## config.mk

```make
export PLATFORM = sky130hd
export DESIGN_NAME = nibble_serial_adder
export DESIGN_NICKNAME = d
export VERILOG_FILES = /design/src/rtl/nibble_serial_adder_pkg.sv /design/src/rtl/nibble_serial_adder_carry_skip.sv /design/src/rtl/nibble_serial_adder.sv
export SDC_FILE = /design/constraint.sdc
export NUM_CORES = 1
export LEC_CHECK = 0
export ABC_AREA = 1
export CAP_MARGIN = 20
export CORE_MARGIN = 10
export CORE_UTILIZATION = 46
export DETAILED_ROUTE_END_ITERATION = 7
export PLACE_DENSITY = 0.76
export SKIP_LAST_GASP = 1
export SLEW_MARGIN = 10
export SYNTH_ARGS = -nofsm -noshare
export SYNTH_HDL_FRONTEND = slang
export SYNTH_SLANG_ARGS = --single-unit
```

## constraint.sdc

```tcl
create_clock -name clk -period 2.7 [get_ports clk]
set_input_delay 0.405 -clock clk [delete_from_list [all_inputs] [get_ports clk]]
set_output_delay 0.405 -clock clk [all_outputs]
set_load 0.02 [all_outputs]
```

## src/rtl/nibble_serial_adder_pkg.sv

```systemverilog
// nibble_serial_adder_pkg
//   Shared constants and the sequencer state type for nibble_serial_adder.
//   No ports; imported by the top level.
package nibble_serial_adder_pkg;

    localparam int NIBBLE_W = 4;

    typedef enum logic [1:0] {
        S_IDLE = 2'd0,
        S_RUN  = 2'd1,
        S_DONE = 2'd2
    } state_t;

endpackage

```

## src/rtl/nibble_serial_adder_carry_skip.sv

```systemverilog
// carry_skip_adder
//   The 4-bit combinational carry-skip adder used by nibble_serial_adder.
//   Ports:
//     a, b   in   4   addends
//     cin    in   1   carry in
//     sum    out  4   a + b + cin (low 4 bits)
//     carry  out  1   carry out of bit 3
module carry_skip_adder (
    input  logic [3:0] a,
    input  logic [3:0] b,
    input  logic       cin,
    output logic [3:0] sum,
    output logic       carry
);

    logic [3:0] p;
    logic [3:0] g;
    logic [4:0] c;

    always_comb begin
        p    = a ^ b;
        g    = a & b;
        c    = '0;
        c[0] = cin;
        for (int i = 0; i < 4; i++) begin
            c[i+1] = g[i] | (p[i] & c[i]);
        end
        sum   = p ^ c[3:0];
        // When every bit propagates, the carry in passes straight through
        // the group without waiting on the ripple chain.
        carry = (&p) ? cin : c[4];
    end

endmodule

```

## src/rtl/nibble_serial_adder.sv

```systemverilog
// nibble_serial_adder
//   Adds two WIDTH-bit operands one nibble per cycle (LSB first) through a
//   single carry_skip_adder, registering the carry between nibbles.
//   Ports:
//     clk        in   1      rising-edge clock
//     rst        in   1      asynchronous, active-high reset
//     in_valid   in   1      operands valid
//     in_ready   out  1      operands accepted (IDLE only)
//     a, b       in   WIDTH  operands
//     cin        in   1      carry into nibble 0
//     out_valid  out  1      sum/cout valid (DONE)
//     out_ready  in   1      consumer accepts result
//     sum        out  WIDTH  (a + b + cin) mod 2^WIDTH
//     cout       out  1      carry out of the top nibble
//
//   state  | meaning
//   -------+---------------------------------------------------
//   S_IDLE | waiting for operands, in_ready high
//   S_RUN  | one nibble added per cycle, idx_q selects nibble
//   S_DONE | result held on sum/cout until out_ready
module nibble_serial_adder
    import nibble_serial_adder_pkg::*;
#(
    parameter int WIDTH = 16
) (
    input  logic             clk,
    input  logic             rst,
    input  logic             in_valid,
    output logic             in_ready,
    input  logic [WIDTH-1:0] a,
    input  logic [WIDTH-1:0] b,
    input  logic             cin,
    output logic             out_valid,
    input  logic             out_ready,
    output logic [WIDTH-1:0] sum,
    output logic             cout
);

    localparam int NIBBLES = WIDTH / NIBBLE_W;
    localparam int IDX_W   = (NIBBLES > 1) ? $clog2(NIBBLES) : 1;
    localparam logic [IDX_W-1:0] LAST_IDX = IDX_W'(NIBBLES - 1);

    state_t             state_q, state_d;
    logic [IDX_W-1:0]   idx_q;
    logic               carry_q;
    logic [WIDTH-1:0]   a_q, b_q, sum_q;
    logic               cout_q;

    logic [NIBBLE_W-1:0] nib_a, nib_b, nib_sum;
    logic                nib_carry;
    logic                accept;
    logic                last_nib;

    assign nib_a    = a_q[NIBBLE_W*idx_q +: NIBBLE_W];
    assign nib_b    = b_q[NIBBLE_W*idx_q +: NIBBLE_W];
    assign last_nib = (idx_q == LAST_IDX);
    assign accept   = in_valid && in_ready;

    carry_skip_adder u_csa (
        .a     (nib_a),
        .b     (nib_b),
        .cin   (carry_q),
        .sum   (nib_sum),
        .carry (nib_carry)
    );

    always_ff @(posedge clk or posedge rst) begin
        if (rst) begin
            state_q <= S_IDLE;
        end else begin
            state_q <= state_d;
        end
    end

    always_comb begin
        state_d = state_q;
        case (state_q)
            S_IDLE:  if (accept)    state_d = S_RUN;
            S_RUN:   if (last_nib)  state_d = S_DONE;
            S_DONE:  if (out_ready) state_d = S_IDLE;
            default:                state_d = S_IDLE;
        endcase
    end

    // in_ready is held low while rst is asserted so nothing is offered
    // before the block is out of reset.
    always_comb begin
        in_ready  = (state_q == S_IDLE) && !rst;
        out_valid = (state_q == S_DONE);
    end

    always_ff @(posedge clk or posedge rst) begin
        if (rst) begin
            a_q     <= '0;
            b_q     <= '0;
            sum_q   <= '0;
            cout_q  <= 1'b0;
            carry_q <= 1'b0;
            idx_q   <= '0;
        end else begin
            case (state_q)
                S_IDLE: begin
                    if (accept) begin
                        a_q     <= a;
                        b_q     <= b;
                        carry_q <= cin;
                        idx_q   <= '0;
                        sum_q   <= '0;
                    end
                end
                S_RUN: begin
                    sum_q[NIBBLE_W*idx_q +: NIBBLE_W] <= nib_sum;
                    carry_q <= nib_carry;
                    if (last_nib) begin
                        cout_q <= nib_carry;
                        idx_q  <= '0;
                    end else begin
                        idx_q  <= idx_q + IDX_W'(1);
                    end
                end
                default: ;
            endcase
        end
    end

    assign sum  = sum_q;
    assign cout = cout_q;

endmodule
```

==> reports/metrics.yaml, run 1 <==
std_cell_rows: 27
path_max_fanout: 6
root_buffer: "clkbuf_8"
hold_viol_final: 0
synthCells: 325
r2r-end: "sum[15]$_DFFE_PP0P_"
via_count: 2226
grt_max_degree: 55
maxSlewViolCount: 0
synth_top_family_by_area: "simple AND/OR/NAND/NOR gates"
power_mw: 4.27
rsz0062_at_grt: "true"
period_share: 0.989
crit_required_ns: 2.90
peakVddDrop_mv: 0.600
critPathLaunch: "idx_q[0]$_DFFE_PP0P_"
relSlewSlack: 0.565
grt_first_pass_wirelength_um: 9760
max_stage_delay_ns: 0.47
synth.distinct_cells: 25
synth_flop_cell: "dfrtp_1"
dieWidth_um: 96.7
hp-class: "reg -> reg"
syn_avg_cell_area_sq_um: 8.33
grt_pass1_vias: 2152
ff2ff_setup_slack_ns: 0.03
reg2reg_from: "idx_q[0]$_DFFE_PP0P_"
core_area_sq_um: 5610
dpl.hpwl_um: 4510
fin_ws_ns: 0.0300
synthMuxAreaShare: 0
htreeDepth: 2
clkLatencyLatePin_ns: 0.31
stdcell_count: 461
clock_path_buffers: 2
synth-seq-cells: 54
synthToLayoutAreaGrowth_pct: 31.6
holdPathStages: 2
crit_chain: "clkinv_4 -> nor2_4 -> o22ai_2 -> fa_2 -> inv_2 -> fa_2 -> fa_2 -> inv_2 -> fa_1 -> nand2_2 -> nor2_2 -> nand2_1 -> o21ai_1"
maxCapViolCount: 0
synth_edf_count: 0
antenna_left: 0
r2r_cells: 13
syn_nets: 375
synth_async_sr_flop_share: 1.00
drc: 0
cp_slowest_cell: "dfrtp_2"
p_per_area_nw_per_um2: 1200
initial_core_util: 0.483
cts_hold_buf: 0
wirelength_um: 5770
placedCellCount: 450
skew_ns: 0.0132
worst_slew_pin_slew_ns: 0.652
grt_antenna_before_repair: 0
drive_above_1_share: 0.126
seq_area_frac_synth: 0.499
synth_fa_ha_area_frac: 0.0712
layout_common_cells: "nand2_1 (69), clkdlybuf4s50_1 (55), inv_1 (53), dfrtp_1 (53), o21ai_1 (42)"
p_leak_nw: 1.72
cp-start-kind: "flip-flop"
end_kind: "flip-flop"
numCtsBuffers: 5
dp_slack_ns: -0.0490
setup-violations-final: 0
grt_use_total: 0.120
cts_tree: "yes"
dr.pass1.iters: 4
synth_compound_area_frac: 0.129
die_y_um: 96.7
pin_count: 56
cp_common_cell: "fa_2"
status: "completed"
cts_num_sinks: 54
path_clk_slew_ns: 0.10
wl_per_cell_um: 12.5
die_area_sq_um: 9350
diodes: 0
drt_iter0_markers: 99
synth_xor_area_frac: 0
layout_min_cycle_time_ns: 2.67
synth_warnings: 0
final_common_cell: "nand2_1"
fin_nets: 438
worstHoldStart: "cout$_DFFE_PP0P_"
numPortBuffers: 55
cp.arrival_ns: 2.87
whs_endpoint: "cout$_DFFE_PP0P_"
synthSimpleGateAreaFrac: 0.186
critical_path_class: "reg -> reg"
via_per_inst: 4.83
netlist_area_sq_um: 2710
gp_congestion: 0.887
grt_overflow: 0
max_freq_mhz: 375
## power breakdown
part           internal (mW)  switching [mW]  total, mW
Combinational           1.01            1.32       2.33
Clock                  0.276           0.263      0.539
Sequential              1.16           0.248       1.40
Total                   2.45            1.83       4.27
## cell usage after synthesis, drive strengths merged (2+ instances only)
master,count,area share
o21ai,61,0.11
nand3,24,0.046
nor2,18,0.026
o22ai,4,0.0092
nand2,72,0.10
dfrtp,54,0.50
fa,4,0.030
ha,9,0.042
inv,58,0.080
nor3,2,0.0055
or2,2,0.0046
buf,12,0.031
## cells by family after synthesis
logic type / Yosys count
buf+inv: 72
flops: 54
compound gates: 67
fa+ha+maj: 13
simple gates: 119
## worst max-delay path, delay by kind of cell (launching register included)
family	cells	cell delay (ns)
AND/OR/NAND/NOR	4	0.26
flip-flops	1	0.47
AO/OA/AOI/OAI	2	0.25
buffers and inverters	3	0.21
adder cells (fa/ha/maj)	4	1.37
## sequential cells by signal, summed over array words and instances, names as in the netlist
register,count
a_q,16
b_q,16
sum,16
idx_q,2
state_q,2
carry_q,1
cout,1
## metrics by stage
stage | TNS, ns | utilization | instance area [sq um] | hold slack (ns)
after floorplan | -0.116 | - | 2750 | 0.453
after global placement | 0 | 0.603 | 3380 | 0.467
after detailed placement | -0.0953 | 0.603 | 3380 | 0.473
after CTS | 0 | 0.626 | 3510 | 0.497
after global routing | -0.164 | 0.635 | 3560 | 0.518
final | 0 | 0.635 | 3560 | 0.495
## layer usage
layer,wire (um),global-route usage
met4,80,0.0440
met5,0,0
met1,2640,0.145
met3,308,0.0383
met2,2740,0.194
## timing repair
item / in CTS / in global routing
pin swaps: 5 / 7
setup buffers: 2 / 1
setup endpoints to repair: 2 / 5
gates resized for setup: 1 / 13
## how the worst max path moves through the flow
stage / slack, ns / endpoint / cells after the start
after floorplan: -0.06 / sum[15]$_DFFE_PP0P_ / 15
after global placement: 0.05 / sum[15]$_DFFE_PP0P_ / 12
after detailed placement: -0.05 / sum[15]$_DFFE_PP0P_ / 13
after CTS: 0.02 / sum[15]$_DFFE_PP0P_ / 13
after global routing: -0.08 / sum[15]$_DFFE_PP0P_ / 13
final: 0.03 / sum[15]$_DFFE_PP0P_ / 13
## area by class of cell
cell class	count	area (sq um)
Fill cell	502	2050
Sequential cell	54	1350
Multi-Input combinational cell	199	1110
Timing Repair Buffer	69	672
Inverter	59	226
Tap cell	72	90.1
Clock buffer	5	68.8
Clock inverter	3	45.0
No activity file was read; power rests on OpenSTA's default activity.
==> run 2, diff against run 1 <==
CORE_ASPECT_RATIO = 0.75   (was not set)
==> reports/metrics.yaml, run 2 (synthesis gave the netlist of run 1 again) <==
synthToLayoutAreaGrowth_pct: 32.5
via_per_inst: 4.94  # +2.3%
cts_tree: "yes"
wl_per_cell_um: 13.4  # +7.0%
relSlewSlack: 0.561  # -0.00489
seqPwrFrac: 0.326  # -0.003
worst_slew_pin_slew_ns: 0.659  # +0.00733 ns
clkLatencyLatePin_ns: 0.30  # about the same
grt_antenna_before_repair: 0  # unchanged
path_max_fanout: 14  # +8
period_share: 0.988  # about the same
crit_required_ns: 2.90  # about the same
dieWidth_um: 109  # +12%
finalCoreUtilization: 0.622  # -0.0128
cp.arrival_ns: 2.87  # about the same
core_area_sq_um: 5770  # +2.8%
numPortBuffers: 55  # unchanged
max_freq_mhz: 375  # about the same
via_count: 2307  # +3.6%
peakVddDrop_mv: 0.573  # -4.4%
die_y_um: 86.4  # -11%
drc: 0  # unchanged
end_kind: "flip-flop"
htreeDepth: 2  # unchanged
antenna_left: 0  # unchanged
critical_path_class: "reg -> reg"
diodes: 0  # unchanged
pin_count: 56  # unchanged
cp_slowest_cell: "dfrtp_2"
p_per_area_nw_per_um2: 1210  # +0.53%
numCtsBuffers: 5  # unchanged
path_clk_slew_ns: 0.09  # about the same
design_area_sq_um: 3590  # +0.74%
grt_max_degree: 64  # +16%
initial_core_util: 0.470  # -0.0132
final_common_cell: "nand2_1"
layout_common_cells: "nand2_1 (66), clkdlybuf4s50_1 (55), inv_1 (53), dfrtp_1 (53), o21ai_1 (41)"
switching_share: 0.437  # +0.00899
clock_path_buffers: 2  # unchanged
cts_num_sinks: 54  # unchanged
layout_min_cycle_time_ns: 2.67  # -0.00125 ns
maxCapViolCount: 0  # unchanged
gp_congestion: 0.797  # -10%
fin_nets: 440  # +0.46%
dp_slack_ns: -0.0421  # +0.00694 ns
crit_family: "adder cells"
grt_first_pass_wirelength_um: 10700  # +9.9%
max_stage_delay_ns: 0.48  # about the same
die_area_sq_um: 9390  # +0.34%
dr.pass1.iters: 4  # unchanged
post_dp_cell_area_sq_um: 3380  # unchanged
setup-violations-final: 0  # unchanged
crit_chain: "inv_4 -> buf_6 -> buf_12 -> nand2_1 -> nand3_1 -> nand2_2 -> fa_2 -> fa_2 -> inv_2 -> fa_1 -> nand2_2 -> nor2_4 -> nand2_1 -> o21ai_1"
clock_power_share: 0.102  # -0.024
ff2ff_setup_slack_ns: 0.03  # about the same
dpl.hpwl_um: 4710  # +4.4%
skew_ns: 0.0111  # -0.00215 ns
grt_overflow: 0  # unchanged
switchingPower_mw: 1.89  # +3.4%
pwr-share-comb: 0.572  # +0.027
fin_ws_ns: 0.0312  # +0.00125 ns
drt_iter0_markers: 160  # +62%
drive_above_1_share: 0.134  # +0.00771
maxSlewViolCount: 0  # unchanged
rsz0062_at_grt: "true"
cp-start-kind: "flip-flop"
grt_pass1_vias: 2263  # +5.2%
cts_hold_buf: 0  # unchanged
hp-class: "reg -> reg"
root_buffer: "clkbuf_8"
path_buf_inv: 4  # +1
grt_use_total: 0.139  # +0.0187
holdWs_ns: 0.493  # -0.00244 ns
wirelength_um: 6250  # +8.4%
power_mw: 4.33  # +1.3%
std_cell_rows: 24  # -11%
status: "completed"
p_leak_nw: 1.73  # +0.71%
hold_viol_final: 0  # unchanged
p_int_mw: 2.44  # -0.32%
==> run 2: cell count changes in the layout (fill, tap and decap cells not counted), moves of 2 or more <==
cell	before	now
nor2_2	3	1
nand2_2	3	6
clkinvlp_4	2	0
nand2_1	69	66
==> run 2: final cells by class <==
type,instances,area [sq um]
Fill cell,493,2180
Timing Repair Buffer,71,703
Tap cell,78,97.6
Clock buffer,6,82.6
Sequential cell,54,1350
Multi-Input combinational cell,199,1130
Inverter,59,224
==> run 2: final timing paths <==
path                                       from              endpoint  cells past startpoint
max                        idx_q[0]$_DFFE_PP0P_   sum[15]$_DFFE_PP0P_                     14
min                         b_q[11]$_DFFE_PP0P_   b_q[11]$_DFFE_PP0P_                      2
max reg2reg                idx_q[0]$_DFFE_PP0P_   sum[15]$_DFFE_PP0P_                     14
min reg2reg                 b_q[11]$_DFFE_PP0P_   b_q[11]$_DFFE_PP0P_                      2
max in group asynchronous                   rst  idx_q[0]$_DFFE_PP0P_                      3
min in group asynchronous                   rst      cout$_DFFE_PP0P_                      3
==> run 2: through the flow <==
| step | TNS [ns] | instances |
|---|---|---|
| floorplan | -0.116 | 325 |
| global placement | 0 | 455 |
| detailed placement | -0.0816 | 455 |
| CTS | 0 | 462 |
| global route | -0.204 | 467 |
| finish | 0 | 467 |
==> run 2: power groups by stage <==
stage / clock network (mW) / logic (mW) / registers [mW]
floorplan: 0 / 1.49 / 1.43
global placement: 0 / 2.13 / 1.39
detailed placement: 0 / 2.20 / 1.40
CTS: 0.450 / 2.23 / 1.39
global route: 0.484 / 2.81 / 1.46
finish: 0.441 / 2.48 / 1.41
==> run 2: metal layers <==
layer / share of wire / routed length (um) / track usage
met5: 0 / 0 / 0
met4: 0.0074 / 46 / 0.0299
met3: 0.077 / 481 / 0.0415
met2: 0.47 / 2960 / 0.223
met1: 0.44 / 2770 / 0.180
==> run 2: tightest hold or removal path, delay by kind of cell (launching register included) <==
kind,cells,cell delay (ns)
AO/OA/AOI/OAI,1,0.06
flip-flops,1,0.35
AND/OR/NAND/NOR,1,0.05
==> run 2: repair_timing <==
action                                 in CTS  in global routing
setup endpoints to repair                   2                  7
endpoints found under the hold margin       0                  0
setup buffers                               1                  5
pin swaps                                   0                  8
resized for setup                           1                 21
cloned                                      0                  0
==> run 3, diff against run 2 <==
SLEW_MARGIN = not set   (was 10)
==> results of run 3 <==
No change in the layout: final DEF, timing and power equal those of run 2.
